## config.mk

```make
export PLATFORM = sky130hd
export DESIGN_NAME = pem_fifo_element
export DESIGN_NICKNAME = d
export VERILOG_FILES = /design/src/rtl/pem_fifo_element_pkg.sv /design/src/rtl/pem_fifo_element_stage.sv /design/src/rtl/pem_fifo_element.sv
export SDC_FILE = /design/constraint.sdc
export NUM_CORES = 1
export LEC_CHECK = 0
export CORE_MARGIN = 4
export CORE_UTILIZATION = 45
export DETAILED_ROUTE_END_ITERATION = 10
export GPL_ROUTABILITY_DRIVEN = 0
export PLACE_DENSITY_LB_ADDON = 0.08
export SETUP_SLACK_MARGIN = 0.1
export SLEW_MARGIN = 30
export SYNTH_ARGS = -nofsm -noshare
export SYNTH_HDL_FRONTEND = slang
export SYNTH_HIERARCHICAL = 1
export SYNTH_SLANG_ARGS = --single-unit
```

## constraint.sdc

```tcl
create_clock -name clk -period 2.1 [get_ports clk]
set_input_delay 0.21 -clock clk [delete_from_list [all_inputs] [get_ports clk]]
set_output_delay 0.21 -clock clk [all_outputs]
set_load 0.005 [all_outputs]
```

## src/rtl/pem_fifo_element_pkg.sv

```systemverilog
// Shared definitions for the PE-memory elastic FIFO element.
// Stage-type codes select the register behaviour of each pipeline stage.
package pem_fifo_element_pkg;

    localparam int FE_TYPE_PIPE      = 1;
    localparam int FE_TYPE_RDY_BREAK = 2;
    localparam int FE_TYPE_SKID      = 3;

endpackage

```

## src/rtl/pem_fifo_element_stage.sv

```systemverilog
// One valid/ready stage: plain pipe register, ready-breaking register or skid buffer.
// The output payload always comes straight from a register.
module pem_fifo_stage
    import pem_fifo_element_pkg::*;
#(
    parameter int               WIDTH          = 8,
    parameter int               TYPE           = FE_TYPE_SKID,
    parameter bit               DO_RESET_DATA  = 1'b0,
    parameter logic [WIDTH-1:0] RESET_DATA_VAL = '0
) (
    input  logic             clk,
    input  logic             s_rst_n,
    input  logic [WIDTH-1:0] in_data_i,
    input  logic             in_vld_i,
    output logic             in_rdy_o,
    output logic [WIDTH-1:0] out_data_o,
    output logic             out_vld_o,
    input  logic             out_rdy_i
);

    if (TYPE == FE_TYPE_PIPE || TYPE == FE_TYPE_RDY_BREAK) begin : g_single
        logic             vld_q, vld_d;
        logic [WIDTH-1:0] data_q, data_d;
        logic             load;

        // Pipe type lets a drain free the slot in the same cycle; ready-break does not.
        if (TYPE == FE_TYPE_PIPE) begin : g_pipe_rdy
            assign in_rdy_o = ~vld_q | out_rdy_i;
        end else begin : g_break_rdy
            assign in_rdy_o = ~vld_q;
        end

        always_comb begin
            load   = in_vld_i & in_rdy_o;
            vld_d  = vld_q;
            data_d = data_q;
            if (load) begin
                vld_d  = 1'b1;
                data_d = in_data_i;
            end else if (out_rdy_i) begin
                vld_d = 1'b0;
            end
        end

        always_ff @(posedge clk) begin
            if (!s_rst_n) begin
                vld_q <= 1'b0;
            end else begin
                vld_q <= vld_d;
            end
        end

        always_ff @(posedge clk) begin
            if (!s_rst_n) begin
                if (DO_RESET_DATA) begin
                    data_q <= RESET_DATA_VAL;
                end
            end else begin
                data_q <= data_d;
            end
        end

        assign out_data_o = data_q;
        assign out_vld_o  = vld_q;
    end else if (TYPE == FE_TYPE_SKID) begin : g_skid
        logic             main_vld_q, main_vld_d;
        logic             skid_vld_q, skid_vld_d;
        logic [WIDTH-1:0] main_data_q, main_data_d;
        logic [WIDTH-1:0] skid_data_q, skid_data_d;
        logic             accept;
        logic             drain;

        // The skid entry absorbs the one word that may arrive after out_rdy drops.
        always_comb begin
            accept      = in_vld_i & ~skid_vld_q;
            drain       = main_vld_q & out_rdy_i;
            main_vld_d  = main_vld_q;
            skid_vld_d  = skid_vld_q;
            main_data_d = main_data_q;
            skid_data_d = skid_data_q;
            if (skid_vld_q) begin
                if (drain) begin
                    main_data_d = skid_data_q;
                    skid_vld_d  = 1'b0;
                end
            end else if (accept) begin
                if (!main_vld_q || drain) begin
                    main_data_d = in_data_i;
                    main_vld_d  = 1'b1;
                end else begin
                    skid_data_d = in_data_i;
                    skid_vld_d  = 1'b1;
                end
            end else if (drain) begin
                main_vld_d = 1'b0;
            end
        end

        always_ff @(posedge clk) begin
            if (!s_rst_n) begin
                main_vld_q <= 1'b0;
                skid_vld_q <= 1'b0;
            end else begin
                main_vld_q <= main_vld_d;
                skid_vld_q <= skid_vld_d;
            end
        end

        always_ff @(posedge clk) begin
            if (!s_rst_n) begin
                if (DO_RESET_DATA) begin
                    main_data_q <= RESET_DATA_VAL;
                    skid_data_q <= RESET_DATA_VAL;
                end
            end else begin
                main_data_q <= main_data_d;
                skid_data_q <= skid_data_d;
            end
        end

        assign in_rdy_o   = ~skid_vld_q;
        assign out_data_o = main_data_q;
        assign out_vld_o  = main_vld_q;
    end else begin : g_bad_type
        $fatal(1, "pem_fifo_stage: illegal stage type %0d", TYPE);
    end

endmodule

```

## src/rtl/pem_fifo_element.sv

```systemverilog
// Elastic buffer built from a chain of DEPTH valid/ready stages.
// Stage 0 sits on the input side; each stage type is taken from TYPE_ARRAY.
module pem_fifo_element
    import pem_fifo_element_pkg::*;
#(
    parameter int                 WIDTH          = 8,
    parameter int                 DEPTH          = 1,
    parameter logic [4*DEPTH-1:0] TYPE_ARRAY     = 4'h3,
    parameter bit                 DO_RESET_DATA  = 1'b0,
    parameter logic [WIDTH-1:0]   RESET_DATA_VAL = '0
) (
    input  logic             clk,
    input  logic             s_rst_n,
    input  logic [WIDTH-1:0] in_data,
    input  logic             in_vld,
    output logic             in_rdy,
    output logic [WIDTH-1:0] out_data,
    output logic             out_vld,
    input  logic             out_rdy
);

    if (DEPTH < 1) begin : g_bad_depth
        $fatal(1, "pem_fifo_element: DEPTH must be at least 1");
    end

    logic [WIDTH-1:0] stg_data [DEPTH+1];
    logic             stg_vld  [DEPTH+1];
    logic             stg_rdy  [DEPTH+1];

    assign stg_data[0]    = in_data;
    assign stg_vld[0]     = in_vld;
    assign in_rdy         = stg_rdy[0];
    assign out_data       = stg_data[DEPTH];
    assign out_vld        = stg_vld[DEPTH];
    assign stg_rdy[DEPTH] = out_rdy;

    for (genvar i = 0; i < DEPTH; i++) begin : g_stage
        pem_fifo_stage #(
            .WIDTH         (WIDTH),
            .TYPE          (int'(TYPE_ARRAY[4*i +: 4])),
            .DO_RESET_DATA (DO_RESET_DATA),
            .RESET_DATA_VAL(RESET_DATA_VAL)
        ) u_stage (
            .clk       (clk),
            .s_rst_n   (s_rst_n),
            .in_data_i (stg_data[i]),
            .in_vld_i  (stg_vld[i]),
            .in_rdy_o  (stg_rdy[i]),
            .out_data_o(stg_data[i+1]),
            .out_vld_o (stg_vld[i+1]),
            .out_rdy_i (stg_rdy[i+1])
        );
    end

endmodule

```

==> implementation parameters <==
Parameter                              Value

Run status
  Run status    finished, final reports clean

CTS
  Register clock-pin slew on the reported worst setup and hold paths    0.10 ns
  Setup bufs post-CTS    0
  CTS Buffer Depth    2
  Post-CTS resize count    0
  CTS tree    done
  Worst-Skew Late Latency    0.28 ns
  Clock root buffer    clkbuf_4
  Number of H-tree branching levels    1
  Count of hold-fix buffers inserted at cts    0
  TritonCTS sink count    18
  TritonCTS Buffers    3

Global route
  Antenna violations before repair    0
  Maximum number of pins on one net before global-route repair    14
  Number of global-route vias before repair    377
  Global-route wire length before repair    ~1.6 mm
  Grt ovf    0
  Overall track demand over capacity in global routing    10.53%

Setup path
  Depth of the most critical reg-to-reg path    2
  Startpoint type of the worst setup path    register
  CP endpoint kind    output pin
  Critical Path RT    1.89 ns
  Register-to-Register Setup Slack    approximately 0.46 ns
  R2R Path Start    g_stage[0].u_stage/g_skid.skid_vld_q
  Reg-to-Reg End    g_stage[0].u_stage/g_skid.skid_data_q[0]
  Data arrival time of the worst path    1.48 ns
  Critical path fanouts, max    13
  Critical path type    register to output pin

Cells and area
  Fillers    117
  Net count of the finished layout    just under 80
  Ant diodes    0
  Util after Layout    64.45%
  Layout cells sized above 1    23.44%
  Number of standard cells in the final layout excluding fillers    80
  Combined area of the multi-input logic cells    167.7 µm²
  Synth-to-Final Area Change    35.75%
  Sequential cell area    520.5 µm²

Pwr
  Maximum vdd ir drop    0.0003991 V
  Static leakage power    0.3244 nW
  Sw Ratio    20.24%
  Clock network fraction of total power    25.4%
  Switching pwr    0.1349 mW
  Power per standard cell area    a little under 700 nW/µm²
  Design internal power    0.5316 mW
  Comb pwr share    12.1%
  Proportion of power drawn by flip-flops and latches    between 60 and 70%

Detailed routing
  Number of vias per cell after detailed routing    4.988
  Detailed-route wire length per cell    12.96 µm
  Antenna Violating Nets Remaining    0
  Total detailed-routing wirelength    1.037 mm
  Total vias in the final route    approximately 400
  Number of detailed-route iterations in the first pass    2
  Initial DRC Count    4
  DRC violations left    0

STA
  Worst hold-check slack    0.5033 ns
  Final slew viol count    0
  Transition time of the tightest slew-check pin    0.6200 ns
  Clock period minus final worst setup slack    1.686 ns
  Setup-failing EPs final    0
  Peak Freq    593.2 MHz
  Setup_tns    0 ns
  Setup repair after global routing missed its margin    no
  Worst Clk Skew    ~0.0016 ns
  Final hold viol count    0
  Relative slew margins    approximately 60%
  Fraction of the cycle the final worst path needs    80.28%

Synth
  Synthesized area    706.9 µm²
  Average cell area after synthesis    18.13 µm²
  Cell count after synthesis    39
  Most repeated cell in the gate-level netlist after synthesis    edfxtp_1
  Post-synth EDFFs    16
  Leading register cell type out of synthesis    edfxtp_1
  Yosys warning total    6
  Sequential share of the synthesized area    73.63%
  Count of unique library cells instantiated by Yosys    15
  Largest area contributor in the netlist    edfxtp_1
  Total nets after synthesis    51
  Commonest cells post-synth    16 x edfxtp_1, 8 x mux2_2, 2 x dfxtp_1, 2 x inv_1
  Post-synthesis sequential element count    18
  Top cell type's share of synthesized area    67.96%
  Cell types occupying the most area after synthesis    edfxtp_1 68%, mux2_2 13%, dfxtp_1 5.7%
  Share of async-settable or async-resettable flops after synthesis    0%

Floorplan
  Vertical die dimension    47.64 µm
  Chip Width    47.64 µm
  Core area    1489 µm²
  Top Ports    22
  Area of the die    2269 µm²
  Core Rows    14
  Starting density of the core    47.48%

Placed design
  I/O Buffers    21
  DP HPWL    just under 800 µm
  Placed Cells incl. Taps    76

Flow run
  Count of max-cap constraint violations    0

Worst hold path
  Endpoint, Worst Hold    g_stage[0].u_stage/g_skid.skid_data_q[2]
  Hold path start    in_data[2]
  Worst min-delay path category    primary input to register
  Hold Crit Depth    1
[sequential cells by signal, summed over array words and instances, names as in the netlist]
register	count
g_stage.u_stage/g_skid.skid_data_q	8
g_stage.u_stage/out_data_o	8
g_stage.u_stage/out_vld_o	1
g_stage.u_stage/g_skid.skid_vld_q	1
[area by class of cell]
class                      count  share of cell area (%)
clock inverter                 1                  0.3911
sequential                    18                   54.24
tap                           16                   2.086
inverter                       2                  0.7823
timing repair buffer          22                   22.69
multi-input combinational     18                   17.47
clock buffer                   3                   2.347
[worst max path at each step]
stage / from / depth (start not counted) / end / slack (ns)
6_report: g_stage[0].u_stage/g_skid.skid_vld_q / 2 / in_rdy / 0.41
5_1_grt: g_stage[0].u_stage/g_skid.skid_vld_q / 2 / in_rdy / 0.30
4_1_cts: g_stage[0].u_stage/g_skid.skid_vld_q / 2 / in_rdy / 0.38
3_5_place_dp: s_rst_n / 3 / g_stage[0].u_stage/g_skid.skid_data_q[1] / 0.34
3_3_place_gp: in_vld / 3 / g_stage[0].u_stage/g_skid.skid_data_q[1] / 0.40
2_1_floorplan: g_stage[0].u_stage/g_skid.skid_vld_q / 3 / g_stage[0].u_stage/g_skid.skid_data_q[0] / 0.68
[per-stage QoR]
| stage | setup slack, ns | area, µm² | total power [mW] |
|---|---|---|---|
| finish | 0.4141 | 959.7 | 0.6665 |
| global placement | 0.4020 | 933.4 | 0.5060 |
| detailed placement | 0.3428 | 933.4 | 0.5071 |
| floorplan | 0.6788 | 706.9 | 0.4559 |
| global route | 0.3029 | 959.7 | 0.6960 |
| CTS | 0.3799 | 959.7 | 0.6729 |
[logic make-up after synthesis]
kind of cell | Yosys count | share of synthesized area, %
flip-flops | 18 | 73.63
AO/OA/AOI/OAI | 3 | 2.477
AND/OR/NAND/NOR | 6 | 7.080
buffers and inverters | 3 | 2.655
multiplexers | 9 | 14.16
[worst max-delay path, stage by stage (launching register included)]
cell	delay (ns)
dfxtp_1	0.66
inv_1	0.08
clkdlybuf4s50_1	0.46
[placed cells by master (no fill, tap or decap), drive strengths merged, types with 2 or more instances in the layout]
master	Yosys	routed
dfxtp	2	2
edfxtp	16	16
clkdlybuf4s50	0	21
inv	2	2
and2b	2	2
clkbuf	0	3
mux2	8	8
[power groups by stage]
stage | logic [mW] | registers (mW) | clock network [mW]
detailed placement | 0.0814 | 0.426 | 0
CTS | 0.0817 | 0.417 | 0.174
global route | 0.0879 | 0.419 | 0.189
finish | 0.0803 | 0.417 | 0.169
global placement | 0.0807 | 0.425 | 0
floorplan | 0.0334 | 0.422 | 0
[per-layer routing]
metal  vias up  GRT usage, %  share of wire, %
met1       183         12.50                45
li1        201             -                 -
met4         0         4.839                 0
met5         -             0                 0
met2        15         17.38                47
met3         0         3.383               7.7
Note: power is estimated with default switching activity, not from simulation.
